<file path="src/rtl/plic_lite_pkg.sv">
// rtl/plic_lite_pkg.sv - plic_lite register map, ID constants and address decode helper
package plic_lite_pkg;

   localparam logic [7:0] PLIC_PENDING = 8'h00;
   localparam logic [7:0] PLIC_ENABLE  = 8'h04;
   localparam logic [7:0] PLIC_TRIGGER = 8'h08;
   localparam logic [7:0] PLIC_CLAIM   = 8'h0C;

   localparam int PLIC_ID_W = 5;
   localparam logic [PLIC_ID_W-1:0] PLIC_ID_NONE = '0;

   typedef enum logic [1:0] {
      REG_PENDING,
      REG_ENABLE,
      REG_TRIGGER,
      REG_CLAIM
   } reg_sel_e;

   typedef struct packed {
      logic     hit;
      reg_sel_e sel;
   } reg_dec_t;

   // Word-aligned decode; bits [1:0] of the byte offset are ignored.
   function automatic reg_dec_t decode_addr(input logic [7:0] address);
      reg_dec_t dec;
      dec.hit = 1'b1;
      dec.sel = REG_PENDING;
      case ({address[7:2], 2'b00})
         PLIC_PENDING: dec.sel = REG_PENDING;
         PLIC_ENABLE:  dec.sel = REG_ENABLE;
         PLIC_TRIGGER: dec.sel = REG_TRIGGER;
         PLIC_CLAIM:   dec.sel = REG_CLAIM;
         default:      dec.hit = 1'b0;
      endcase
      return dec;
   endfunction

endpackage

</file>
<file path="src/rtl/plic_lite_gateway.sv">
// rtl/plic_lite_gateway.sv - per-source synchroniser, edge detect, pending and in-flight state
module plic_gateway
   import plic_lite_pkg::*;
#(
   parameter int SYNC_STAGES = 2
) (
   input  logic clk,
   input  logic reset,
   input  logic src,
   input  logic trigger,
   input  logic claim,
   input  logic complete,
   output logic pending,
   output logic in_flight
);

   logic [SYNC_STAGES-1:0] sync_q;
   logic                   src_s;
   logic                   src_prev;
   logic                   rise;

   assign src_s = sync_q[SYNC_STAGES-1];
   assign rise  = src_s & ~src_prev;

   always_ff @(posedge clk or posedge reset) begin
      if (reset) begin
         sync_q <= '0;
      end else begin
         sync_q <= {sync_q[SYNC_STAGES-2:0], src};
      end
   end

   always_ff @(posedge clk or posedge reset) begin
      if (reset) begin
         src_prev  <= 1'b0;
         pending   <= 1'b0;
         in_flight <= 1'b0;
      end else begin
         src_prev <= src_s;
         // Edge mode: a rise coinciding with the claim-clear keeps pending set.
         if (trigger) begin
            if (rise) begin
               pending <= 1'b1;
            end else if (claim) begin
               pending <= 1'b0;
            end
         end else begin
            pending <= src_s & ~in_flight & ~claim;
         end
         if (claim) begin
            in_flight <= 1'b1;
         end else if (complete) begin
            in_flight <= 1'b0;
         end
      end
   end

endmodule

</file>
<file path="src/rtl/plic_lite.sv">
// rtl/plic_lite.sv - platform interrupt controller top: registers, priority claim, irq flop
module plic_lite
   import plic_lite_pkg::*;
#(
   parameter int NUM_SRC     = 8,
   parameter int SYNC_STAGES = 2
) (
   input  logic               clk,
   input  logic               reset,
   input  logic               ren,
   input  logic               wen,
   input  logic [7:0]         address,
   input  logic [31:0]        data_in,
   output logic [31:0]        data_out,
   input  logic [NUM_SRC-1:0] src,
   output logic               irq
);

   logic [NUM_SRC-1:0]   enable;
   logic [NUM_SRC-1:0]   trigger;
   logic [NUM_SRC-1:0]   pending;
   logic [NUM_SRC-1:0]   in_flight;
   logic [NUM_SRC-1:0]   cand;
   logic [NUM_SRC-1:0]   claim_vec;
   logic [NUM_SRC-1:0]   complete_vec;
   logic                 ren_d;
   logic                 found;
   logic [PLIC_ID_W-1:0] win;
   logic [PLIC_ID_W-1:0] claim_id;
   logic                 is_claim;
   logic                 claim_fire;
   logic [31:0]          rdata;
   reg_dec_t             dec;
   logic                 unused_bits;

   assign unused_bits = ^{data_in, address[1:0]};
   assign dec         = decode_addr(address);
   assign is_claim    = dec.hit && (dec.sel == REG_CLAIM);
   assign cand        = pending & enable & ~in_flight;
   assign claim_fire  = ren & ~ren_d & is_claim & found;
   assign claim_id    = found ? win + PLIC_ID_W'(1) : PLIC_ID_NONE;

   // Fixed priority: lowest index wins.
   always_comb begin
      found = 1'b0;
      win   = '0;
      for (int i = NUM_SRC - 1; i >= 0; i--) begin
         if (cand[i]) begin
            found = 1'b1;
            win   = PLIC_ID_W'(i);
         end
      end
   end

   always_comb begin
      claim_vec    = '0;
      complete_vec = '0;
      for (int i = 0; i < NUM_SRC; i++) begin
         claim_vec[i]    = claim_fire && (win == PLIC_ID_W'(i));
         complete_vec[i] = wen && is_claim && (data_in[PLIC_ID_W-1:0] == PLIC_ID_W'(i + 1));
      end
   end

   always_comb begin
      rdata = '0;
      if (dec.hit) begin
         case (dec.sel)
            REG_PENDING: rdata = 32'(pending);
            REG_ENABLE:  rdata = 32'(enable);
            REG_TRIGGER: rdata = 32'(trigger);
            REG_CLAIM:   rdata = 32'(claim_id);
            default:     rdata = '0;
         endcase
      end
   end

   always_ff @(posedge clk or posedge reset) begin
      if (reset) begin
         enable   <= '0;
         trigger  <= '0;
         ren_d    <= 1'b0;
         data_out <= '0;
         irq      <= 1'b0;
      end else begin
         ren_d <= ren;
         irq   <= |cand;
         // A held claim read keeps the ID it claimed instead of re-arbitrating.
         if (ren && !(is_claim && ren_d)) begin
            data_out <= rdata;
         end
         if (wen && dec.hit && dec.sel == REG_ENABLE) begin
            enable <= data_in[NUM_SRC-1:0];
         end
         if (wen && dec.hit && dec.sel == REG_TRIGGER) begin
            trigger <= data_in[NUM_SRC-1:0];
         end
      end
   end

   for (genvar g = 0; g < NUM_SRC; g++) begin : g_gw
      plic_gateway #(
         .SYNC_STAGES(SYNC_STAGES)
      ) u_gw (
         .clk       (clk),
         .reset     (reset),
         .src       (src[g]),
         .trigger   (trigger[g]),
         .claim     (claim_vec[g]),
         .complete  (complete_vec[g]),
         .pending   (pending[g]),
         .in_flight (in_flight[g])
      );
   end

endmodule

</file>
<file path="config.mk">
export PLATFORM = sky130hd
export DESIGN_NAME = plic_lite
export DESIGN_NICKNAME = d
export VERILOG_FILES = /design/src/rtl/plic_lite_pkg.sv /design/src/rtl/plic_lite_gateway.sv /design/src/rtl/plic_lite.sv
export SDC_FILE = /design/constraint.sdc
export NUM_CORES = 1
export LEC_CHECK = 0
export BUFFER_PORTS_ARGS = -buffer_cell sky130_fd_sc_hd__clkbuf_2
export CAP_MARGIN = 20
export CORE_MARGIN = 2
export CORE_UTILIZATION = 25
export DETAILED_ROUTE_END_ITERATION = 16
export SLEW_MARGIN = 20
export SYNTH_ARGS = -nofsm -noshare
export SYNTH_HDL_FRONTEND = slang
export SYNTH_SLANG_ARGS = --single-unit
</file>
<file path="constraint.sdc">
create_clock -name clk -period 2.45 [get_ports clk]
set_clock_uncertainty 0.15 [all_clocks]
set_input_delay 0.1225 -clock clk [delete_from_list [all_inputs] [get_ports clk]]
set_output_delay 0.1225 -clock clk [all_outputs]
set_load 0.02 [all_outputs]
</file>
# After elaboration in Yosys (flattened, before gate mapping)
# Index checks and enable logic that the tools add are counted.
[word_totals]
out_inout_bits = 33
word_cells = 220
inputBits = 52
register_bits = 90
[classes]
addsub = 1
muxes = 61
eq_ne = 29
bitwise_logic = 55
reduce_logical = 37
[op_table]
columns = ["cell", "count"]
rows = [
  ["32-bit one-hot mux with 4 select lines", 1],
  ["1-bit two-way mux", 49],
  ["5-bit by 3-bit equality test with 1-bit output, second input constant", 8],
  ["5-bit two-way mux", 8],
  ["32-bit two-way mux", 1],
  ["1-bit AND", 27],
  ["1-bit NOT", 25],
  ["3-bit by 1-bit != test with 1-bit output, second input constant", 8],
  ["1-bit logical AND", 23],
  ["5-bit by 2-bit equality test with 1-bit output, second input constant", 4],
  ["8-bit AND", 2],
  ["2-bit nonzero test", 8],
  ["6-bit by 2-bit equality test with 1-bit output, second input constant", 2],
  ["5-bit by 1-bit equality test with 1-bit output, second input constant", 2],
  ["8-bit NOT", 1],
  ["8-bit OR reduction", 1],
  ["6-bit by 1-bit equality test with 1-bit output, second input constant", 1],
  ["6-bit logical NOT", 1],
  ["2-bit one-hot mux with 3 select lines", 1],
  ["5-bit by 1-bit adder with 5-bit output, second input constant", 1],
  ["5-bit by 4-bit equality test with 1-bit output, second input constant", 1],
  ["5-bit logical NOT", 1],
  ["2-bit equality test, second input constant", 2],
  ["4-bit OR reduction", 1],
  ["other kinds (4)", 4],
]

# Longest topological paths before layout
[logic_depth]
ltp_word = 15
depth_mapped = 9
ltp_nobuf = 9

# Cells and area by module
# Synthesis repeated with hierarchy kept, for this count alone.
[unflattened]
hier_cells = 291
area_unflattened_um2 = 3241.9
[by_module_without_submodules]
columns = ["mod", "n_inst", "seq_area_each_um2", "cells_per_inst", "area_each_um2"]
rows = [
  ["plic_lite", 1, 650.6, 195, 1880.6],
  ["plic_gateway", 8, 125.1, 12, 170.2],
]

# Worst setup path after synthesis
# OpenSTA, ideal clock, no wires.
[synth_timing]
kind = "register to register"
startpoint = "reg g_gw[4].u_gw.in_flight"
endpoint = "reg data_out[1]"
setup_time_ns = 0.110
path_buffers = 0
synth_period_minus_slack_ns = 2.005
path_slack_ns = 0.445
path_stages_with_launch = 6
t_arrival_ns = 1.744
path_cell_list = "dfrtp_1 -> and3b_1 -> a211oi_1 -> o311ai_0 -> ha_1 -> o41ai_1"
[synth_via]
elab_chain_len = 11
elab_cells_between_ends = 16
cone_classes = "add/sub: 1; mux: 13; bitwise: 2"
[synth_rtl]
columns = ["element", "line", "source"]
rows = [
  ["start, declared", "plic_lite_gateway.sv:14", "output logic in_flight"],
  ["start signal, assigned", "plic_lite_gateway.sv:37", "in_flight <= 1'b0;"],
  ["start signal, assigned", "plic_lite_gateway.sv:51", "in_flight <= 1'b1;"],
  ["start signal, assigned", "plic_lite_gateway.sv:53", "in_flight <= 1'b0;"],
  ["8-bit NOT (*)", "plic_lite.sv:39", "assign cand = pending & enable & ~in_flight;"],
  ["8-bit AND (*)", "plic_lite.sv:39", ""],
  ["5-bit two-way mux (5 in a row)", "plic_lite.sv:48", "if (cand[i]) begin"],
  ["5-bit by 1-bit adder with 5-bit output", "plic_lite.sv:41", "assign claim_id = found ? win + PLIC_ID_W'(1) : PLIC_ID_NONE;"],
  ["5-bit two-way mux (*)", "plic_lite.sv:41", ""],
  ["32-bit one-hot mux with 4 select lines (*)", "plic_lite.sv:67", "case (dec.sel)"],
  ["32-bit two-way mux (*)", "plic_lite.sv:66", "if (dec.hit) begin"],
  ["end signal, assigned", "plic_lite.sv:89", "data_out <= rdata;"],
  ["end, declared", "plic_lite.sv:14", "output logic [31:0] data_out,"],
]
# Every way passes the cells marked *; elsewhere a longest branch is shown, timed or not. The select of a mux whose other input is x is not followed.
# A chain may end at the register's enable or synchronous reset.

# Worst setup path in the final report
[layout_timing]
startpoint = "reg g_gw[7].u_gw.in_flight"
endpoint = "reg data_out[2]"
[layout_via]
elab_chain_len = 14
elab_cells_between_ends = 22
cone_classes = "add/sub: 1; mux: 19; bitwise: 2"
[layout_rtl]
columns = ["element", "line"]
rows = [
  ["start, declared", "plic_lite_gateway.sv:14"],
  ["start signal, assigned", "plic_lite_gateway.sv:37"],
  ["start signal, assigned", "plic_lite_gateway.sv:51"],
  ["start signal, assigned", "plic_lite_gateway.sv:53"],
  ["8-bit NOT (*)", "plic_lite.sv:39"],
  ["8-bit AND (*)", "plic_lite.sv:39"],
  ["3-bit two-way mux", "plic_lite.sv:48"],
  ["5-bit two-way mux (7 in a row)", "plic_lite.sv:48"],
  ["5-bit by 1-bit adder with 5-bit output", "plic_lite.sv:41"],
  ["5-bit two-way mux (*)", "plic_lite.sv:41"],
  ["32-bit one-hot mux with 4 select lines (*)", "plic_lite.sv:67"],
  ["32-bit two-way mux (*)", "plic_lite.sv:66"],
]
# Marked as above.

==> results.md <==
- Worst-path clk slew: 60 ps
- Via count: 2353
- Critical Path Fanout Max: 4
- Drt wl/cell: approximately 14 um
- Worst path required time: 2520 ps
- F_max: approximately 460 MHz
- Share of cells above drive strength 1: between 20% and 30%
- Core area: 12000 um2
- Ys async rst share: 100%
- Min-Delay Path Class: primary input to flip-flop
- R2r worst-path depth: 6
- Post-CTS Hold Buffers: 19
- IO buf count: 34
- GRT Total Usage: a little under an eighth
- Synth Register Bits: 66
- Total grt overflow: 0
- Vias per cell: 4.70
- Drt total wl: 7110 um
- Setup Fix Bufs, Post-CTS: 0
- Die X: roughly 110 um
- Initial Utilization: between 20% and 30%
- Synth unique cells: 42
- Post-synth EDFFs: 0
- CP Data Arrival Time: 2260 ps
- Max-capacitance violation count: 0
- Sequential area share after synthesis: between 50% and 60%
- Mapped Area: 3060 um2
- Die Ht: between 100 and 150 um
- Clk_lat worst skew: about 340 ps
- Status: finished, final reports clean
- Placer Congestion: 0.886
- CTS max path bufs: 2
- Most frequent cells in the layout: 66 x dfrtp_1, 34 x clkbuf_2, 24 x conb_1, 20 x nand2_1, 19 x dlygate4sd3_1
- Drt drc: 0
- # diodes: 0
- Die area: between 10000 and 15000 um2
- TritonRoute pass-1 iters: 4
- CTS Buf Count: 9
- DPL Wire Length: 5240 um
- Worst setup path class: flip-flop to flip-flop
- Period Utilization, post-route: 89.5%
- CP startpoint kind: flip-flop
- Yosys warnings: 0
- ANT nets after route: 0
- Leakage: 0.00182 uW
- # rows: 40
- Initial antenna violation count: 0
- Sink Count: 66
- Cell Pwr Density: 768 nW/um2
- Final Hold Viols: 0
- Detailed Route Iter0 Violations: 122
- CTS tree: yes
- Cts repair resizes: 0
- # nets final: 404
- Area grow syn2layout: 27.3%
- Synthesized instance count: 280
- TNS Setup: 0 ps
- Crit. End Element: flip-flop
- Cell depth of the worst min-delay path: 6
- Mapped Avg Cell Area: 10.9 um2
- Io pins: between 80 and 90
- Min cycle time layout: around 2200 ps
- Peak supply drop: 273 uV
- H-tree depth reported by CTS: 3
- Tot Pwr: 2990 uW
- First-pass GRT wire length: ~11000 um
- Root buffer cell: clkbuf_16
- Leading cell type in the layout, fill and taps excluded: dfrtp_1
- Vias in the first global route: 2259
- Count of pins over their slew limit: 0
- Final setup violating endpoints: 0
- Largest net degree at the start of global routing: 25
- RSZ-0062 raised after global routing: false
- Main synth FF type: dfrtp_1
## routing by layer
| layer | track usage (%) | part of all wire, % |
|---|---|---|
| met5 | 0 | 0 |
| met4 | 5.85 | 1.8 |
| met3 | 4.55 | 6.2 |
| met2 | 17.6 | 46 |
| met1 | 14.8 | 46 |
## final timing paths
kind                                                to  slack (ps)                    from
min in group asynchronous       g_gw[0].u_gw.sync_q[0]         190                   reset
worst max-delay path                       data_out[2]         260  g_gw[7].u_gw.in_flight
max in group asynchronous         g_gw[7].u_gw.pending        1260                   reset
worst max register to register             data_out[2]         260  g_gw[7].u_gw.in_flight
worst min-delay path            g_gw[7].u_gw.in_flight         170              address[6]
worst min register to register  g_gw[1].u_gw.sync_q[1]         200  g_gw[1].u_gw.sync_q[0]
## worst max-delay path, cell delays in order (launching register included)
cell and delay, ps:
dfrtp_1 420, nand3b_1 250, nor4_1 330, o211ai_1 200, inv_1 100, ha_1 240, o41ai_1 390
## sequential cells by signal, summed over array words and instances, names as in the netlist
| name | count |
|---|---|
| data_out | 8 |
| enable | 8 |
| g_gw.u_gw.in_flight | 8 |
| g_gw.u_gw.pending | 8 |
| g_gw.u_gw.src_prev | 8 |
| g_gw.u_gw.sync_q | 16 |
| irq | 1 |
| ren_d | 1 |
| trigger | 8 |
## metrics by stage
step	setup slack [ps]	std cells	util, %	instance area, um2	hold WS, ps
floorplan	445	303	-	3150	3.93
CTS	250	501	32.6	3900	164
global placement	322	466	28.3	3390	5.51
global route	166	501	32.6	3900	201
finish	257	501	32.6	3900	173
detailed placement	263	466	28.3	3390	18.3
## cell usage after synthesis, drive strengths merged (4+ instances only)
cell type | instances | share of area [%]
a21oi | 8 | 1.3
a22oi | 4 | 0.98
and3b | 5 | 1.4
buf | 26 | 6.2
clkbuf | 4 | 0.49
dfrtp | 66 | 54
inv | 7 | 0.86
mux2 | 16 | 5.9
mux2i | 5 | 1.6
nand2 | 20 | 2.5
nand2b | 9 | 1.8
nand3 | 15 | 2.5
nand3b | 9 | 2.2
nor2 | 17 | 2.1
nor2b | 5 | 1.0
nor3 | 4 | 0.65
o21ai | 14 | 2.3
o31ai | 5 | 1.2
o41ai | 4 | 1.1
## power breakdown
| group | internal [uW] | switching, uW | leakage, uW |
|---|---|---|---|
| Combinational | 160 | 210 | 0.000838 |
| Sequential | 1180 | 72.9 | 0.000830 |
| Clock | 887 | 485 | 0.000151 |
## area by class of cell
type	count	area, um2
fill	1207	8060
sequential	66	1650
multi-input combinational	200	1270
timing repair buffer	65	450
clock buffer	9	225
tap	147	184
clock inverter	7	93.8
inverter	7	26.3
## logic make-up after synthesis
family	count (synthesis)	synth area share (%)
other	1	0.122
AOI/OAI and AO/OA	52	11.4
muxes	21	7.52
adders and majority gates	3	1.23
and+or+nand+nor	100	18.3
DFF	66	53.9
buffers and inverters	37	7.52
Power figures use the tool's default switching activity.
